===== config.mk =====
export PLATFORM = sky130hd
export DESIGN_NAME = asg_keystream_ctrl
export DESIGN_NICKNAME = d
export VERILOG_FILES = /design/src/rtl/asg_keystream_ctrl.sv
export SDC_FILE = /design/constraint.sdc
export NUM_CORES = 1
export LEC_CHECK = 0
export CAP_MARGIN = 10
export CORE_MARGIN = 3
export CORE_UTILIZATION = 51
export DETAILED_ROUTE_END_ITERATION = 7
export PLACE_DENSITY = 0.71
export RECOVER_POWER = 100
export SYNTH_ARGS = -nofsm -noshare
export SYNTH_HDL_FRONTEND = slang
export SYNTH_SLANG_ARGS = --single-unit

===== constraint.sdc =====
create_clock -name clk -period 3 [get_ports clk]
set_input_delay 0.3 -clock clk [delete_from_list [all_inputs] [get_ports clk]]
set_output_delay 0.3 -clock clk [all_outputs]
set_load 0.05 [all_outputs]

===== src/rtl/asg_keystream_ctrl.sv =====
// rtl/asg_keystream_ctrl.sv - seed loader, warm-up sequencer and byte packer for the alternating-step generator
module asg_keystream_ctrl #(
    parameter int R1_LEN = 19,
    parameter int R2_LEN = 22,
    parameter int R3_LEN = 23,
    parameter int WARMUP = 64
) (
    input  logic        clk,
    input  logic        reset,
    input  logic        start,
    input  logic [15:0] num_bytes,
    input  logic        abort,
    input  logic        seed_valid,
    input  logic        seed_bit,
    output logic        seed_ready,
    output logic        out_valid,
    output logic [7:0]  out_data,
    input  logic        out_ready,
    output logic        busy,
    output logic        done,
    output logic [1:0]  asg_load_it,
    output logic        asg_load,
    output logic        asg_enable,
    input  logic        asg_new_bit
);

    localparam int CNT_W = 16;
    localparam logic [CNT_W-1:0] R1_LAST   = CNT_W'(R1_LEN - 1);
    localparam logic [CNT_W-1:0] R2_LAST   = CNT_W'(R2_LEN - 1);
    localparam logic [CNT_W-1:0] R3_LAST   = CNT_W'(R3_LEN - 1);
    localparam logic [CNT_W-1:0] WARM_LAST = CNT_W'(WARMUP - 1);

    typedef enum logic [2:0] {
        S_IDLE  = 3'd0,
        S_LOAD1 = 3'd1,
        S_LOAD2 = 3'd2,
        S_LOAD3 = 3'd3,
        S_WARM  = 3'd4,
        S_RUN   = 3'd5
    } state_t;

    state_t            state_q, state_d;
    logic [CNT_W-1:0]  cnt_q, cnt_d;
    logic [2:0]        bit_cnt_q, bit_cnt_d;
    logic [6:0]        shift_q, shift_d;
    logic [7:0]        out_data_q, out_data_d;
    logic              out_valid_q, out_valid_d;
    logic [15:0]       byte_cnt_q, byte_cnt_d;
    logic [15:0]       gen_cnt_q, gen_cnt_d;
    logic [15:0]       num_q, num_d;
    logic              done_q, done_d;

    logic              load_last;
    logic              warm_last;
    logic              accept;
    logic              last_accept;
    logic              gen_full;
    logic              stall;
    logic              step;

    // The load counter is shared by all three LOAD states and the warm-up phase.
    always_comb begin
        load_last = 1'b0;
        case (state_q)
            S_LOAD1: load_last = (cnt_q == R1_LAST);
            S_LOAD2: load_last = (cnt_q == R2_LAST);
            S_LOAD3: load_last = (cnt_q == R3_LAST);
            default: load_last = 1'b0;
        endcase
    end

    assign warm_last   = (cnt_q == WARM_LAST);
    assign accept      = out_valid_q & out_ready;
    assign last_accept = accept && (num_q != 16'd0) && ((byte_cnt_q + 16'd1) == num_q);
    assign gen_full    = (num_q != 16'd0) && (gen_cnt_q == num_q);
    // A completed byte cannot be written while the previous one is still waiting.
    assign stall       = (bit_cnt_q == 3'd7) && out_valid_q && !out_ready;
    assign step        = (state_q == S_RUN) && !stall && !gen_full;

    always_ff @(posedge clk or negedge reset) begin
        if (!reset) begin
            state_q <= S_IDLE;
        end else begin
            state_q <= state_d;
        end
    end

    always_comb begin
        state_d = state_q;
        if (abort) begin
            state_d = S_IDLE;
        end else begin
            case (state_q)
                S_IDLE:  if (start) state_d = S_LOAD1;
                S_LOAD1: if (seed_valid && load_last) state_d = S_LOAD2;
                S_LOAD2: if (seed_valid && load_last) state_d = S_LOAD3;
                S_LOAD3: if (seed_valid && load_last) state_d = (WARMUP == 0) ? S_RUN : S_WARM;
                S_WARM:  if (warm_last) state_d = S_RUN;
                S_RUN:   if (last_accept) state_d = S_IDLE;
                default: state_d = S_IDLE;
            endcase
        end
    end

    always_comb begin
        seed_ready  = 1'b0;
        asg_load_it = 2'b00;
        asg_load    = 1'b0;
        asg_enable  = 1'b0;
        busy        = (state_q != S_IDLE);
        case (state_q)
            S_LOAD1: begin
                seed_ready  = 1'b1;
                asg_load_it = seed_valid ? 2'b01 : 2'b00;
                asg_load    = seed_bit;
            end
            S_LOAD2: begin
                seed_ready  = 1'b1;
                asg_load_it = seed_valid ? 2'b10 : 2'b00;
                asg_load    = seed_bit;
            end
            S_LOAD3: begin
                seed_ready  = 1'b1;
                asg_load_it = seed_valid ? 2'b11 : 2'b00;
                asg_load    = seed_bit;
            end
            S_WARM:  asg_enable = 1'b1;
            S_RUN:   asg_enable = step;
            default: asg_enable = 1'b0;
        endcase
    end

    always_ff @(posedge clk or negedge reset) begin
        if (!reset) begin
            cnt_q       <= '0;
            bit_cnt_q   <= '0;
            shift_q     <= '0;
            out_data_q  <= '0;
            out_valid_q <= 1'b0;
            byte_cnt_q  <= '0;
            gen_cnt_q   <= '0;
            num_q       <= '0;
            done_q      <= 1'b0;
        end else begin
            cnt_q       <= cnt_d;
            bit_cnt_q   <= bit_cnt_d;
            shift_q     <= shift_d;
            out_data_q  <= out_data_d;
            out_valid_q <= out_valid_d;
            byte_cnt_q  <= byte_cnt_d;
            gen_cnt_q   <= gen_cnt_d;
            num_q       <= num_d;
            done_q      <= done_d;
        end
    end

    always_comb begin
        cnt_d       = cnt_q;
        bit_cnt_d   = bit_cnt_q;
        shift_d     = shift_q;
        out_data_d  = out_data_q;
        out_valid_d = out_valid_q;
        byte_cnt_d  = byte_cnt_q;
        gen_cnt_d   = gen_cnt_q;
        num_d       = num_q;
        done_d      = 1'b0;
        if (abort) begin
            cnt_d       = '0;
            bit_cnt_d   = '0;
            out_valid_d = 1'b0;
        end else begin
            case (state_q)
                S_IDLE: begin
                    if (start) begin
                        num_d      = num_bytes;
                        cnt_d      = '0;
                        bit_cnt_d  = '0;
                        shift_d    = '0;
                        byte_cnt_d = '0;
                        gen_cnt_d  = '0;
                    end
                end
                S_LOAD1, S_LOAD2, S_LOAD3: begin
                    if (seed_valid) cnt_d = load_last ? '0 : cnt_q + 1'b1;
                end
                S_WARM: begin
                    cnt_d = warm_last ? '0 : cnt_q + 1'b1;
                end
                S_RUN: begin
                    if (accept) begin
                        out_valid_d = 1'b0;
                        byte_cnt_d  = byte_cnt_q + 16'd1;
                        done_d      = last_accept;
                    end
                    // A new byte may land in the same cycle the old one is taken.
                    if (step) begin
                        if (bit_cnt_q == 3'd7) begin
                            out_data_d  = {asg_new_bit, shift_q};
                            out_valid_d = 1'b1;
                            gen_cnt_d   = gen_cnt_q + 16'd1;
                        end else begin
                            shift_d[bit_cnt_q] = asg_new_bit;
                        end
                        bit_cnt_d = bit_cnt_q + 3'd1;
                    end
                end
                default: ;
            endcase
        end
    end

    assign out_valid = out_valid_q;
    assign out_data  = out_data_q;
    assign done      = done_q;

endmodule


==> run metrics, run 1 <==
CP required 2.70 ns; period utilization 90.3%; most frequent CP cell nor2_1; setup TNS 0 ns; Routed Antenna Nets 0; Hold Path Stages 3; first-pass GRT wire length 21500 microns; RR Endpoint state_q[0]$_DFFE_PN0P_; Max Root-Sink Buffers 2; H-tree depth 3; I/O pins 40; R2R depth 7; CTS sink cnt 87; Buffers & Inverters on Critical Path 1; Post-synth EDFFs 0; Synth top area share 40.8%; Final Max Slew Viols 0; Initial DRT Pass Iterations 5; worst r2r src byte_cnt_q[0]$_DFFE_PN0P_; final hold violations 0; CP delay by family, top simple AND/OR/NAND/NOR gates; unrepaired setup endpoints after global routing no; antenna cells 0; top_reg_cell synth dfrtp_1; CP endpoint kind output pin; post-detail-place hpwl 9060 microns; Die W approximately 110 microns; master cell of the clock root buffer clkbuf_8; CTS Buf Count 9; initial core utilization ~54%; Critical Path, Cell by Cell nor4_1 > nand4_1 > a21oi_1 > nor2_1 > nor2_1 > clkbuf_2; max incr delay on CP around 0.54 ns; CORE AREA about 10000 sq um; Fillers ~850; Leak 2.46 nW; Seq cells post-synth just under 90; flop2flop setup slack ~0.32 ns; count leader, synth dfrtp_1; fin crit period roughly 2.7 ns; peak supply drop 0.000378 V; area growth from synthesis to layout 13.9%; post-cts sizing count 0; RePlAce Congestion ~0.87; yosys warns 0; via count approximately 4700; worst setup path category register to output pin; GR Util All Layers a little under a quarter; Worst Hold Class input pin to register; PD cells roughly 570 nW/um^2; final WL 12600 microns; final core occ 61.1%; clk slew on worst S/H paths about 0.090 ns; dominant cell type by area after synthesis dfrtp_1; Slew headroom 22.9%; Post-Synthesis Cells roughly 590; Final nets 656; DR vias/cell around 6.1; Area contributors post-synth dfrtp_1 41%, o21ai_0 5.0%, xnor2_1 4.9%; Port Buffer Count 39; drt drc 0; layout cells sized above 1 between 10% and 20%; setup violators final 0; hold path start num_bytes[10]; CTS tree built; DR iter-0 viols 290; GR Overflow Total 0; synth unique cells 65; most frequent cells after synthesis 87 x dfrtp_1, 53 x o21ai_0, 52 x nor2_1; Seq/Total Area, Yosys approximately two fifths; Worst path slowest cell nor4_1; Post-Syn Area per Cell between 9 and 10 sq um; FMAX 369 MHz; Wirelength per Cell around 16 microns; Post-Syn Area about 5300 sq um; Die Y approximately 110 microns; syn nets 620; ys async rst share 100%; Slew @ Worst Pin ~1.2 ns; vias in the first global route 4507; clock skew just over 0.009 ns; die footprint around 12000 sq um; status complete, no violations; row count 36; max_cap viols 0; Clk Latency, worst-skew pair between 0.3 and 0.4 ns; largest net degree at the start of global routing 47; initial antenna violation count 0; CP startpoint kind register; crit path DAT 2.41 ns; worst hold endpoint num_q[10]$_DFFE_PN0P_; maximum fanout along the worst path 4
## metal layers
layer | part of all wire [%] | track usage (%) | routed length [microns]
met1 | 47 | 32.5 | 5960
met4 | 1.4 | 7.03 | 179
met3 | 4.5 | 3.94 | 563
met2 | 47 | 35.9 | 5880
met5 | 0 | 0 | 0
## where the power goes
group | total (mW) | switching, mW | leakage (nW) | internal [mW]
logic | 1.01 | 0.546 | 1.17 | 0.467
registers | 1.51 | 0.215 | 1.18 | 1.30
clock network | 0.933 | 0.444 | 0.112 | 0.489
total | 3.46 | 1.21 | 2.46 | 2.25
## worst min-delay path: stages
cell and delay (ns):
clkdlybuf4s50_1 0.40, nand2_1 0.05, o21ai_0 0.06
## how the worst max path moves through the flow
stage,start,endpoint,cells past startpoint
6_report,num_q[0]$_DFFE_PN0P_,asg_enable,6
5_1_grt,byte_cnt_q[0]$_DFFE_PN0P_,state_q[0]$_DFFE_PN0P_,7
4_1_cts,byte_cnt_q[0]$_DFFE_PN0P_,state_q[0]$_DFFE_PN0P_,7
3_5_place_dp,start,gen_cnt_q[15]$_DFFE_PN0P_,7
3_3_place_gp,byte_cnt_q[0]$_DFFE_PN0P_,state_q[0]$_DFFE_PN0P_,7
2_1_floorplan,state_q[0]$_DFFE_PN0P_,cnt_q[13]$_DFFE_PN0P_,9
## final cells by class
cell class	count	area [sq um]	area share (%)
repair buffers	59	514	8.46
inverters	8	30.0	0.494
flip-flops and latches	87	2180	35.8
well taps	133	166	2.74
clock buffers	10	138	2.26
multi-input cells	462	2970	48.9
clock inverters	5	82.6	1.36
## cell families (layout without fill, tap and decap cells)
kind of cell | Yosys count | after routing | share of synthesized area (%)
flip-flops | 87 | 87 | 40.8
adder cells (fa/ha/maj) | 5 | 5 | 1.17
XOR/XNOR | 38 | 38 | 6.24
AO/OA/AOI/OAI | 156 | 156 | 17.7
buffers and inverters | 42 | 82 | 3.52
multiplexers | 29 | 29 | 6.02
AND/OR/NAND/NOR | 234 | 234 | 24.6
## metrics by stage
step / setup WS [ns] / power, mW / instances / instance area, sq um / hold WS [ns]
6_report: 0.291 / 3.46 / 764 / 6080 / 0.487
5_1_grt: 0.115 / 3.64 / 764 / 6080 / 0.511
4_1_cts: 0.323 / 3.49 / 764 / 6120 / 0.476
3_5_place_dp: 0.360 / 2.56 / 748 / 5890 / 0.324
3_3_place_gp: 0.378 / 2.52 / 748 / 5890 / 0.326
2_1_floorplan: 0.442 / 2.21 / 591 / 5340 / 0.00441
## registers in the layout, summed over array words and instances, names as in the netlist
register / cells
out_data: 8
state_q: 3
num_q: 16
gen_cnt_q: 16
byte_cnt_q: 16
shift_q: 7
out_valid: 1
done: 1
cnt_q: 16
bit_cnt_q: 3
## cell usage in the layout (no fill, tap or decap), types with 9 or more instances in the layout
cell type	n
dfrtp_1	87
clkdlybuf4s50_1	22
buf_4	13
nand2b_1	11
a31oi_1	12
nor3_1	9
and3_1	13
nor2_1	51
nand4_1	20
or3_1	16
mux2_2	17
clkbuf_8	10
xnor2_1	30
nand2_1	38
nand3_1	25
a21oi_1	40
dlygate4sd3_1	16
o21ai_0	56
## timing repair
item,4_1_cts,5_1_grt
endpoints found under the hold margin,41,0
hold buffers,1,0
buffers inserted,0,0
(Power assumes the default switching activity.)
==> inputs of run 2 (changes only) <==
GPL_TIMING_DRIVEN = 0   (was not set)
PLACE_DENSITY = 0.74   (was 0.71)
clock period = 2.2 ns   (was 3 ns; I/O delays follow)
==> run metrics, run 2 (synthesis gave the netlist of run 1 again) <==
final hold violations 0; CTS tree built; status finished, violations left; Setup WS pre-CTS -0.659 ns; master cell of the clock root buffer clkbuf_8; peak supply drop about 0.00034 V; GR Util All Layers between 20% and 30%; area growth from synthesis to layout 32.1%; Fillers 700; initial antenna violation count 0; max incr delay on CP between 0.5 and 0.6 ns; setup violators final 8; Worst path slowest cell or4_4; most common cell after layout, fill and taps aside dfrtp_1; Slew @ Worst Pin ~0.84 ns; failing checks setup timing; final WL approximately 15000 microns; antenna cells 0; Worst Hold Class input pin to register; DR vias/cell ~6.2; Die W between 100 and 150 microns; flop2flop setup slack -0.11 ns; Leak roughly 2.9 nW; die footprint roughly 12000 sq um; final core occ approximately 71%; worst setup path category register to register; CTS Buf Count 9; layout cells sized above 1 ~30%; H-tree depth 3; Initial DRT Pass Iterations 5; FMAX ~430 MHz; clk slew on worst S/H paths around 0.09 ns; CP startpoint kind register; maximum fanout along the worst path 8; vias in the first global route just under 5000; CP required around 2.4 ns; largest net degree at the start of global routing 55; fin crit period about 2.3 ns; CTS sink cnt 87; I/O pins 40; Wirelength per Cell roughly 18 microns; Routed Antenna Nets 0; CP endpoint kind register; Die Y around 110 microns; GR Overflow Total 0; DR iter-0 viols 359; CP delay by family, top simple AND/OR/NAND/NOR gates; Clk Latency, worst-skew pair approximately 0.35 ns; Final Max Slew Viols 0; Critical Path, Cell by Cell buf_4 > nand3_4 > nor4_4 > xnor2_2 > or4_4 > nor4b_4 > o31ai_1; clock skew about 0.014 ns; period utilization 105%; via count 5136; Final nets between 700 and 800; Port Buffer Count 38; PD cells 736 nW/um^2; CORE AREA 9950 sq um; post-detail-place hpwl just over 9000 microns; most frequent cells in the layout 66 x dfrtp_1, 48 x nor2_1, 45 x buf_4; Max Root-Sink Buffers 2; total power 5.19 mW; initial core utilization between 50% and 60%; worst setup margin -0.106 ns; setup TNS -0.330 ns; unrepaired setup endpoints after global routing yes; RePlAce Congestion between 0.9 and 1; drt drc 0; Slew headroom 44.2%; crit path DAT 2.53 ns; Buffers & Inverters on Critical Path 1; max_cap viols 0; row count 36; first-pass GRT wire length 24000 microns
==> run 2: cell count changes in the layout (fill, tap and decap cells not counted), sizes merged <==
cell / previous run / this run
clkbuf: 18 / 36
clkinv: 3 / 1
dlygate4sd3: 16 / 11
dlygate4sd2: 0 / 2
clkinvlp: 0 / 1
bufinv: 2 / 1
buf: 13 / 63
==> run 2: power by group <==
part	switching (mW)	total, mW	internal, mW
clock network	0.569	1.13	0.557
registers	0.375	2.17	1.79
logic	0.949	1.89	0.945
total	1.89	5.19	3.29
==> run 2: final cells by class <==
class                           count  area (sq um)  area share (%)
Buffer                             30           215            3.05
Tap cell                          133           166            2.36
Sequential cell                    87          2200            31.3
Multi-Input combinational cell    462          3460            49.1
Timing Repair Buffer               91           783            11.1
Clock inverter                      3          42.5           0.603
Inverter                            8          30.0           0.426
Clock buffer                       13           149            2.11
==> run 2: worst paths after layout <==
| kind | depth (start not counted) | to | startpoint |
|---|---|---|---|
| min in group asynchronous | 2 | byte_cnt_q[7]$_DFFE_PN0P_ | reset |
| max in group asynchronous | 3 | num_q[0]$_DFFE_PN0P_ | reset |
| setup reg to reg | 7 | state_q[2]$_DFFE_PN0P_ | byte_cnt_q[5]$_DFFE_PN0P_ |
| hold reg to reg | 1 | out_data[7]$_DFFE_PN0P_ | out_data[7]$_DFFE_PN0P_ |
| hold / removal | 3 | shift_q[3]$_DFFE_PN0P_ | asg_new_bit |
| setup / recovery | 7 | state_q[2]$_DFFE_PN0P_ | byte_cnt_q[5]$_DFFE_PN0P_ |
==> run 2: worst register-to-register path, stage by stage, from the launching register on <==
cell,delay (ns)
dfrtp_1,0.34
buf_4,0.17
nand3_4,0.16
nor4_4,0.41
xnor2_2,0.11
or4_4,0.53
nor4b_4,0.35
o31ai_1,0.10
==> run 2: repair_timing <==
action,in CTS,in global routing
buffers inserted,38,12
gates resized for setup,88,82
pin swaps,27,48
gates cloned,1,1
endpoints found under the hold margin,33,0
setup endpoints to repair,68,66
hold buffers,1,0
==> run 2: per-layer routing <==
metal | vias up | part of all wire [%] | track usage [%]
met4 | 0 | 2.6 | 8.30
li1 | 2376 | - | -
met3 | 37 | 6.1 | 2.99
met2 | 194 | 49 | 41.1
met1 | 2529 | 42 | 35.9
met5 | - | 0 | 0
==> run 2: through the flow <==
stage | cells | hold WS (ns) | instance area [sq um]
after floorplan | 591 | -0.0756 | 5360
after global routing | 827 | 0.276 | 7050
final | 827 | 0.249 | 7050
after CTS | 817 | 0.242 | 6740
after detailed placement | 763 | 0.204 | 5930
after global placement | 762 | 0.466 | 5910
